===== config.mk =====
export PLATFORM = sky130hd
export DESIGN_NAME = pool2x2_stream
export DESIGN_NICKNAME = d
export VERILOG_FILES = /design/src/rtl/pool_pkg.sv /design/src/rtl/pool_lane_combine.sv /design/src/rtl/pool2x2_stream.sv
export SDC_FILE = /design/constraint.sdc
export NUM_CORES = 1
export LEC_CHECK = 0
export BUFFER_PORTS_ARGS = -buffer_cell sky130_fd_sc_hd__buf_2
export CAP_MARGIN = 15
export CORE_ASPECT_RATIO = 1.5
export CORE_MARGIN = 2
export CORE_UTILIZATION = 37
export CTS_BUF_LIST = sky130_fd_sc_hd__clkbuf_4
export DETAILED_ROUTE_END_ITERATION = 8
export SLEW_MARGIN = 15
export SYNTH_ARGS = -nofsm -noshare
export SYNTH_HDL_FRONTEND = slang
export SYNTH_SLANG_ARGS = --single-unit

===== constraint.sdc =====
create_clock -name clk -period 5.3 [get_ports clk]
set_input_delay 0.53 -clock clk [delete_from_list [all_inputs] [get_ports clk]]
set_output_delay 0.53 -clock clk [all_outputs]
set_load 0.1 [all_outputs]

===== src/rtl/pool_pkg.sv =====
// Shared types and helpers for the 2x2 stride-2 pooling engine.
//   pool_mode_e : pooling operator selection (average / max)
//   idx_w()     : counter/index width for a range of n entries (min 1 bit)
package pool_pkg;

    typedef enum logic {
        POOL_AVG = 1'b0,
        POOL_MAX = 1'b1
    } pool_mode_e;

    function automatic int unsigned idx_w(input int unsigned n);
        return (n <= 1) ? 1 : $clog2(n);
    endfunction

endpackage


===== src/rtl/pool_lane_combine.sv =====
// Combines two signed operands of one lane.
//   mode : POOL_MAX -> signed max, sign-extended to IN_W+1 bits
//          POOL_AVG -> sign-extended sum, IN_W+1 bits (no overflow possible)
//   a, b : signed operands, IN_W bits
//   y    : signed result, IN_W+1 bits
module pool_lane_combine
    import pool_pkg::*;
#(
    parameter int unsigned IN_W = 8
) (
    input  pool_mode_e              mode,
    input  logic signed [IN_W-1:0]  a,
    input  logic signed [IN_W-1:0]  b,
    output logic signed [IN_W:0]    y
);

    always_comb begin
        y = '0;
        if (mode == POOL_MAX) begin
            y = (a > b) ? {a[IN_W-1], a} : {b[IN_W-1], b};
        end else begin
            y = {a[IN_W-1], a} + {b[IN_W-1], b};
        end
    end

endmodule


===== src/rtl/pool2x2_stream.sv =====
// Streaming 2x2 / stride-2 pooling engine over raster-ordered feature maps,
// CHANNELS lanes in parallel, max or average pooling selected per frame.
//   clk, rst   : clock (rising edge), asynchronous active-high reset
//   clear      : synchronous soft clear of counters and output register
//   mode       : 1 = max, 0 = average; latched on the first beat of a frame
//   in_valid / in_ready / in_data    : input stream, lane c at [c*DATA_W +: DATA_W]
//   out_valid / out_ready / out_data : pooled stream, same packing
//   out_last   : marks the final pooled beat of a frame
//   busy       : frame in progress (first pixel accepted, last output not yet taken)
module pool2x2_stream
    import pool_pkg::*;
#(
    parameter int unsigned DATA_W   = 8,
    parameter int unsigned CHANNELS = 4,
    parameter int unsigned IMG_W    = 32,
    parameter int unsigned IMG_H    = 32
) (
    input  logic                         clk,
    input  logic                         rst,
    input  logic                         clear,
    input  logic                         mode,
    input  logic                         in_valid,
    output logic                         in_ready,
    input  logic [CHANNELS*DATA_W-1:0]   in_data,
    output logic                         out_valid,
    input  logic                         out_ready,
    output logic [CHANNELS*DATA_W-1:0]   out_data,
    output logic                         out_last,
    output logic                         busy
);

    localparam int unsigned CW   = idx_w(IMG_W);
    localparam int unsigned RW   = idx_w(IMG_H);
    localparam int unsigned LBN  = IMG_W / 2;
    localparam int unsigned LBW  = idx_w(LBN);
    localparam int unsigned PW   = DATA_W + 1;

    if (IMG_W < 2 || (IMG_W % 2) != 0) begin : g_bad_img_w
        $error("pool2x2_stream: IMG_W must be even and >= 2");
    end
    if (IMG_H < 2 || (IMG_H % 2) != 0) begin : g_bad_img_h
        $error("pool2x2_stream: IMG_H must be even and >= 2");
    end

    logic [CW-1:0]                 col;
    logic [RW-1:0]                 row;
    pool_mode_e                    mode_q;
    logic [CHANNELS*DATA_W-1:0]    p;
    logic [CHANNELS*PW-1:0]        linebuf [LBN];
    logic [CHANNELS*PW-1:0]        lb_rd;
    logic [CHANNELS*PW-1:0]        pair_word;
    logic [CHANNELS*DATA_W-1:0]    pooled;
    logic [LBW-1:0]                lb_idx;
    logic                          accept;
    logic                          out_fire;
    logic                          col_end;
    logic                          row_end;

    assign in_ready = ~out_valid | out_ready;
    assign accept   = in_valid & in_ready;
    assign out_fire = out_valid & out_ready;
    assign col_end  = (col == CW'(IMG_W - 1));
    assign row_end  = (row == RW'(IMG_H - 1));
    assign lb_idx   = LBW'(col >> 1);
    assign lb_rd    = linebuf[lb_idx];

    for (genvar c = 0; c < CHANNELS; c++) begin : g_lane
        logic signed [PW-1:0]   pair_res;
        logic signed [PW:0]     row_res;

        pool_lane_combine #(.IN_W(DATA_W)) u_pair (
            .mode (mode_q),
            .a    (p[c*DATA_W +: DATA_W]),
            .b    (in_data[c*DATA_W +: DATA_W]),
            .y    (pair_res)
        );

        pool_lane_combine #(.IN_W(PW)) u_row (
            .mode (mode_q),
            .a    (lb_rd[c*PW +: PW]),
            .b    (pair_res),
            .y    (row_res)
        );

        assign pair_word[c*PW +: PW] = pair_res;
        // Max of sign-extended values fits in DATA_W bits; the 4-way average
        // is the sum arithmetically shifted by 2, i.e. bits [DATA_W+1:2].
        assign pooled[c*DATA_W +: DATA_W] = (mode_q == POOL_MAX)
                                          ? row_res[DATA_W-1:0]
                                          : row_res[DATA_W+1:2];
    end

    always_ff @(posedge clk or posedge rst) begin
        if (rst) begin
            col       <= '0;
            row       <= '0;
            mode_q    <= POOL_AVG;
            p         <= '0;
            out_valid <= 1'b0;
            out_data  <= '0;
            out_last  <= 1'b0;
            busy      <= 1'b0;
        end else if (clear) begin
            col       <= '0;
            row       <= '0;
            mode_q    <= POOL_AVG;
            p         <= '0;
            out_valid <= 1'b0;
            out_data  <= '0;
            out_last  <= 1'b0;
            busy      <= 1'b0;
        end else begin
            if (accept) begin
                if (col == '0 && row == '0) begin
                    mode_q <= pool_mode_e'(mode);
                end
                if (!col[0]) begin
                    p <= in_data;
                end
                if (col_end) begin
                    col <= '0;
                    row <= row_end ? '0 : row + 1'b1;
                end else begin
                    col <= col + 1'b1;
                end
            end

            // A new result takes precedence over draining the current one.
            if (accept && row[0] && col[0]) begin
                out_valid <= 1'b1;
                out_data  <= pooled;
                out_last  <= row_end && col_end;
            end else if (out_fire) begin
                out_valid <= 1'b0;
                out_last  <= 1'b0;
            end

            // Ordered so a new frame starting as the previous last beat
            // drains keeps busy asserted.
            if (out_fire && out_last) begin
                busy <= 1'b0;
            end
            if (accept) begin
                busy <= 1'b1;
            end
        end
    end

    // Line buffer holds even-row pair partials; intentionally not reset.
    always_ff @(posedge clk) begin
        if (!clear && accept && !row[0] && col[0]) begin
            linebuf[lb_idx] <= pair_word;
        end
    end

endmodule


-- Yosys cells after proc, flatten, opt, wreduce, memory -nomap -nowiden
Memory sizes are Yosys's and may differ from the RTL's.
Cells that the tools add are included.
- flip-flop bits (word level): 78
- memory bits (writable): 576
- bits of input ports: 38
- output and inout port bits: 36
- word-level logic and storage cells: 100
- memories kept: 1
- memories (name ; depth ; bits a word ; rd ports ; clocked after Yosys merged registers in ; wr ports ; RTL line ; source):
    linebuf ; 16 ; 36 ; 1 ; 0 ; 1 ; pool2x2_stream.sv:49 ; logic [CHANNELS*PW-1:0] linebuf [LBN];
- $add $sub $neg: 10
- $lt $le $gt $ge: 8
- equal/unequal tests: 3
- muxes and demuxes: 45
- bitwise operators: 4
- reductions and logical operators: 21
- operator list (cell ; number):
    $mux W32 ; 5
    $mux W10 ; 8
    $mux W9 ; 8
    $add A9 B9 Y10 ; 4
    $add A8 B8 Y9 ; 4
    $gt A9 B9 Y1 ; 4
    $mux W5 ; 7
    $gt A8 B8 Y1 ; 4
    $mux W8 ; 4
    $mux W1 ; 13
    $add A5 B1 Y5 const B ; 2
    $eq A5 B5 Y1 const B ; 2
    $logic_not A5 Y1 ; 2
    $logic_and A1 B1 Y1 ; 8
    $reduce_bool A2 Y1 ; 4
    $reduce_and A2 Y1 ; 3
    $reduce_bool A3 Y1 ; 2
    $and A1 B1 Y1 ; 2
    $logic_not A1 Y1 ; 2
    $ne A2 B2 Y1 const B ; 1
    $not A1 Y1 ; 1
    $or A1 B1 Y1 ; 1

-- Logic depth before layout (Yosys ltp)
- depth in word-level cells: 9
- mapped depth: 19

-- Cells and area by module
From an unflattened synthesis, not the netlist that was laid out.
- cells, all modules: 2052
- area total of the unflattened synthesis: 31046.0 um^2
- by module, submodules not included (module ; times used ; cells each ; area an instance (um^2)):
    pool2x2_stream ; 1 ; 1240 ; 25070.3
    pool_lane_combine (g_lane[0].u_row ...) ; 4 ; 107 ; 792.0
    pool_lane_combine (g_lane[0].u_pair ...) ; 4 ; 96 ; 701.9

-- Worst setup path before layout
OpenSTA, ideal clock, no wires.
- path kind: register -> register
- start point: register out_valid
- end point: memory linebuf[0][0] (netlist name) (enable)
- library setup time: 0.474 ns
- data arrival time: 4.918 ns
- data required time: 4.826 ns
- slack: -0.092 ns
- stages on the path, launching flop included: 6
- clock period less this slack: 5.392 ns
- cell sequence: dfrtp_1 nand2b_1 nand2_1 nor2_1 nand2_1 nor3_1
- longest elaborated chain between the ends: 8
- ends and longest elaborated chain (what ; RTL line ; source):
    start, declared ; pool2x2_stream.sv:25 ; output logic out_valid,
    start signal, assigned ; pool2x2_stream.sv:99 ; out_valid <= 1'b0;
    start signal, assigned ; pool2x2_stream.sv:108 ; out_valid <= 1'b0;
    start signal, assigned ; pool2x2_stream.sv:130 ; out_valid <= 1'b1;
    $not A1 Y1 ; pool2x2_stream.sv:59 ; assign in_ready = ~out_valid | out_ready;
    $or A1 B1 Y1 ; pool2x2_stream.sv:59 ;
    net in_ready ; pool2x2_stream.sv:23 ; output logic in_ready,
    $and A1 B1 Y1 ; pool2x2_stream.sv:60 ; assign accept = in_valid & in_ready;
    $logic_and A1 B1 Y1 (3 in a row) ; pool2x2_stream.sv:151 ; if (!clear && accept && !row[0] && col[0]) begin
    $mux W1 ; pool2x2_stream.sv:151 ;
    $mux W1 (implied by the code) ; pool2x2_stream.sv:152 ; linebuf[lb_idx] <= pair_word;
    end, declared ; pool2x2_stream.sv:49 ;
The timed path passes the listed nets, and every way through them passes these cells.

-- Worst setup path in the final report
- start point: register p[13]
- end point: register out_data[9]
- longest elaborated chain between the ends: 9
- ends and longest elaborated chain (what ; RTL line ; source):
    start, declared ; pool2x2_stream.sv:48 ; logic [CHANNELS*DATA_W-1:0] p;
    start signal, assigned ; pool2x2_stream.sv:118 ; p <= in_data;
    $gt A8 B8 Y1 ; pool_lane_combine.sv:20 ; y = (a > b) ? {a[IN_W-1], a} : {b[IN_W-1], b};
    $mux W9 ; pool_lane_combine.sv:20 ;
    $mux W9 (*) ; pool_lane_combine.sv:19 ; if (mode == POOL_MAX) begin
    net g_lane[1].pair_res[6] ; pool2x2_stream.sv:68 ; logic signed [PW-1:0] pair_res;
    $gt A9 B9 Y1 (*) ; pool_lane_combine.sv:20 ;
    $mux W10 (*) ; pool_lane_combine.sv:20 ;
    $mux W10 (*) ; pool_lane_combine.sv:19 ;
    $mux W8 (*) ; pool2x2_stream.sv:89 ; ? row_res[DATA_W-1:0]
    $mux W32 (*) ; pool2x2_stream.sv:129 ; if (accept && row[0] && col[0]) begin
    $mux W32 (*) ; pool2x2_stream.sv:103 ; end else if (clear) begin
    end signal, assigned ; pool2x2_stream.sv:131 ; out_data <= pooled;
    end, declared ; pool2x2_stream.sv:27 ; output logic [CHANNELS*DATA_W-1:0] out_data,
Mark *: on every way through the listed nets, which the timed path passes. The rest lies on a longest branch. The select of a mux whose other input is x is not followed.
A chain may end at the register's enable or synchronous reset.

==> impl_summary.txt <==
----------------------------------------------------
[Run]
  Max-cap viol count ... 0

[Synth]
  Library cells used by synthesis ... between 70 and 80
  Adder and majority gate portion of the synthesized area ... 6.320%
  Top-count cell post-synth ... sky130_fd_sc_hd__edfxtp_1
  Sequential share of the synthesized area ... a little over three fifths
  Share of the synthesized area in compound gates (AO/OA/AOI/OAI) ... roughly 7.1%
  Xor/xnor share of the synthesized area ... under 10%
  Post-synthesis mux area share ... between 10 and 15%
  Cells after synthesis ... between 1,500 and 2,000
  Average cell area after synthesis ... approximately 16 µm²
  Warnings, synthesis ... 0
  Net count after synthesis ... roughly 2,100
  Async S/R FF share, synth ... between 10% and 20%
  Cell taking the most area after synthesis ... sky130_fd_sc_hd__edfxtp_1
  Number of synthesized flops with an enable pin ... about 580
  #FFs+latches synth ... approximately 650
  Combined area of all synthesized cells ... 0.03065 mm²
  Share of Yosys cell area claimed by the top area cell type ... between 50% and 60%
  Simple-gate area share of the yosys netlist ... approximately 5.3%
  Largest family of logic cells by synthesized area ... multiplexers
  Leading cell types by total area after synthesis ... sky130_fd_sc_hd__edfxtp_1 (56%), sky130_fd_sc_hd__mux4_2 (12%), sky130_fd_sc_hd__dfrtp_1 (6.4%)
  Leading register cell type out of synthesis ... sky130_fd_sc_hd__edfxtp_1
  Leading cell types by count after synthesis ... sky130_fd_sc_hd__edfxtp_1 (576), sky130_fd_sc_hd__mux4_2 (170), sky130_fd_sc_hd__ha_1 (142)

[Routing]
  Via/cell ratio ... 5.453
  Routed Antenna Nets ... 0
  Total Wirelength ... approximately 76 mm
  Count of TritonRoute iterations in the first routing pass ... 5
  Residual DRC ... 0
  DRC marker count from the first detailed-route iteration ... roughly 1,200
  Wirelength per Cell ... between 20 and 25 µm
  DR vias ... 18,430

[CTS]
  Max Buffers Root-to-Sink ... 3
  Worst skew pair latency ... ~930 ps
  Cts repair resizes ... 0
  TritonCTS clock tree ... yes
  CTS Root Cell ... sky130_fd_sc_hd__clkbuf_4
  H-tree level count ... 4
  Number of CTS-inserted buffers ... approximately 150
  Clock-pin slew on the worst setup and hold paths ... approximately 60 ps
  Clock Sinks ... roughly 650

[Outcome]
  Status ... completed

[STA]
  Setup-failing EPs final ... 0
  RSZ-0062 raised after global routing ... no
  Final worst hold slack ... roughly 260 ps
  Final worst clock skew ... 43.23 ps
  Final max-slew violation count ... 0
  Worst slew margin ... between 30% and 40%
  Slew at the pin closest to its max-slew limit ... between 900 and 1000 ps
  F_max ... roughly 0.21 GHz
  Portion of the clock cycle consumed by the worst path in the final layout ... between 90% and 100%
  Final Hold Violating Endpoints ... 0
  Final critical path time including I/O delays and setup ... between 4000 and 5000 ps
  Total Negative Setup Slacks ... 0 ps

[Global route]
  Largest net degree at the start of global routing ... slightly below 60
  Number of antenna violations at the first check in global routing ... 1
  Grt total ovfl ... 0
  Via count of the first global-routing pass ... about 20,000
  Overall global routing resource usage ... 18.26%
  Wire length of the first global-routing pass ... 116.9 mm

[Worst setup path]
  Critical setup path kind ... reg -> reg
  Worst Setup Start Kind ... register
  Maximum fanout encountered on the critical timing path ... 17
  Required time at the worst-slack endpoint ... approximately 6100 ps
  Capturing element type of the critical path ... register
  Data arrival at the endpoint of the critical path ... roughly 5600 ps

[Floorplan]
  Floorplan die height ... 356.5 µm
  Initial standard-cell utilization of the core ... a little under two fifths
  Floorplan row count ... between 100 and 150
  Die area ... between 0.08 and 0.09 mm²
  Horizontal die dimension ... ~240 µm
  # IOs ... 74
  Core ar. ... approximately 0.08 mm²

[Cells and area]
  Layout net count ... around 2,400
  Ratio of cells with drive above 1 in the final layout ... 25.92%
  Layout-stage area growth over the synthesis result ... 14.88%

[Placement]
  Total of buffers placed on input and output ports ... between 70 and 80
  Final Wtd Congestion ... approximately 0.9
  Detailed placer's ending HPWL ... slightly below 50 mm

[Worst hold path]
  Class of the most critical hold timing path ... in -> reg

[Pwr]
  Power density over the cells ... roughly 330 mW/mm²
  Leakage power of the design ... around 13 nW
  Maximum resistive drop on vdd ... 0.1920 mV

----------------------------------------------------
power breakdown:
part	switching [W]	internal (W)	leakage, nW
combinational	0.00103	0.000639	5.25
sequential	0.0000358	0.00583	6.25
clock	0.00196	0.00212	1.14
worst max-delay path, stage by stage (launching register included):
cell                       delay (ps)
sky130_fd_sc_hd__dfrtp_1          410
sky130_fd_sc_hd__ha_1             350
sky130_fd_sc_hd__a21o_1           180
sky130_fd_sc_hd__a211oi_1         300
sky130_fd_sc_hd__nand3_1          130
sky130_fd_sc_hd__a21oi_2          250
sky130_fd_sc_hd__buf_4            230
sky130_fd_sc_hd__mux2i_1          290
sky130_fd_sc_hd__nor2_1            80
sky130_fd_sc_hd__or2_1            470
sky130_fd_sc_hd__ha_1             430
sky130_fd_sc_hd__inv_1             90
sky130_fd_sc_hd__a21oi_1          120
sky130_fd_sc_hd__o21ai_0          100
sky130_fd_sc_hd__o21ai_1          520
sky130_fd_sc_hd__and2_1           350
sky130_fd_sc_hd__nand2_1           90
sky130_fd_sc_hd__a32o_1           250
logic make-up after synthesis:
kind of cell / Yosys count
compound gates: 332
xor+xnor: 47
fa+ha+maj: 150
buf+inv: 191
flops: 654
mux: 232
simple gates: 352
final timing paths:
path                                    startpoint                 endpoint  slack, ps  depth (start not counted)
max in group asynchronous                      rst       col[2]$_DFFE_PP0P_       3930                          4
min                                          clear       col[2]$_DFFE_PP0P_        260                          3
max reg2reg                      p[13]$_DFFE_PP0P_  out_data[9]$_DFFE_PP0P_        520                         17
max                              p[13]$_DFFE_PP0P_  out_data[9]$_DFFE_PP0P_        520                         17
min reg2reg                out_data[6]$_DFFE_PP0P_  out_data[6]$_DFFE_PP0P_        510                          1
min in group asynchronous                      rst        p[22]$_DFFE_PP0P_        310                          3
flip-flops by register name (all words and copies together) (netlist names):
signal and count:
out_valid 1, busy 1, row 5, linebuf 576, out_last 1, p 32, out_data 32, mode_q 1
col 5
metal layers:
metal | global-route usage [%] | part of all wire, % | vias to the layer above
met5 | 0 | 0 | -
met4 | 6.613 | 2.7 | 0
met3 | 2.770 | 4.1 | 139
met2 | 32.98 | 53 | 516
met1 | 22.02 | 40 | 9513
li1 | - | - | 8259
metrics by stage:
stage / std cells / util (%) / total power, W / setup WS, ps / instance area [µm²]
finish: 3379 / 42.77 / 0.01162 / 519.6 / 35210
CTS: 3377 / 42.76 / 0.01175 / 563.1 / 35200
floorplan: 1958 / - / 0.007092 / 761.7 / 30670
global route: 3379 / 42.77 / 0.01217 / 52.09 / 35210
detailed placement: 3083 / 39.97 / 0.007623 / 295.1 / 32900
global placement: 3083 / 39.97 / 0.007586 / 388.2 / 32900
what timing repair did:
action	4_1_cts	5_1_grt
hold buffers	36	0
buffers inserted	0	0
hold endpoints to repair	82	0
final cells by class:
class / instances / area, µm²
diodes: 1 / 2.502
clock buffers: 202 / 1516
clock inverters: 56 / 420.4
fillers: 7334 / 47110
inverters: 107 / 402.9
multi-input cells: 1113 / 10750
flip-flops and latches: 654 / 19260
well taps: 1048 / 1311
repair buffers: 198 / 1544
cells in the final DEF (no fill, tap or decap), types with 10 or more instances in the layout:
master	netlist	layout
sky130_fd_sc_hd__edfxtp_1	576	576
sky130_fd_sc_hd__mux4_2	170	170
sky130_fd_sc_hd__a22oi_1	27	27
sky130_fd_sc_hd__nand4_1	10	10
sky130_fd_sc_hd__a31oi_1	13	13
sky130_fd_sc_hd__buf_12	0	12
sky130_fd_sc_hd__dlygate4sd3_1	0	36
sky130_fd_sc_hd__mux2i_1	49	49
sky130_fd_sc_hd__clkbuf_4	0	202
sky130_fd_sc_hd__clkinv_1	0	34
sky130_fd_sc_hd__a21o_1	13	13
sky130_fd_sc_hd__nor2_4	0	12
sky130_fd_sc_hd__nand3_1	28	28
sky130_fd_sc_hd__buf_4	4	77
sky130_fd_sc_hd__o21ai_0	38	38
sky130_fd_sc_hd__xor2_1	12	12
sky130_fd_sc_hd__inv_2	5	12
sky130_fd_sc_hd__ha_1	142	142
sky130_fd_sc_hd__xnor2_1	35	35
sky130_fd_sc_hd__o21ai_1	26	26
sky130_fd_sc_hd__buf_2	17	73
sky130_fd_sc_hd__nor2_1	86	72
sky130_fd_sc_hd__nor3_1	31	27
sky130_fd_sc_hd__inv_1	102	100
sky130_fd_sc_hd__dfrtp_1	78	73
sky130_fd_sc_hd__nand2_1	128	128
sky130_fd_sc_hd__nand2b_1	18	18
sky130_fd_sc_hd__o21bai_1	17	17
sky130_fd_sc_hd__a21oi_1	106	105
sky130_fd_sc_hd__nor2b_1	11	11
No activity file was read; power rests on OpenSTA's default activity.
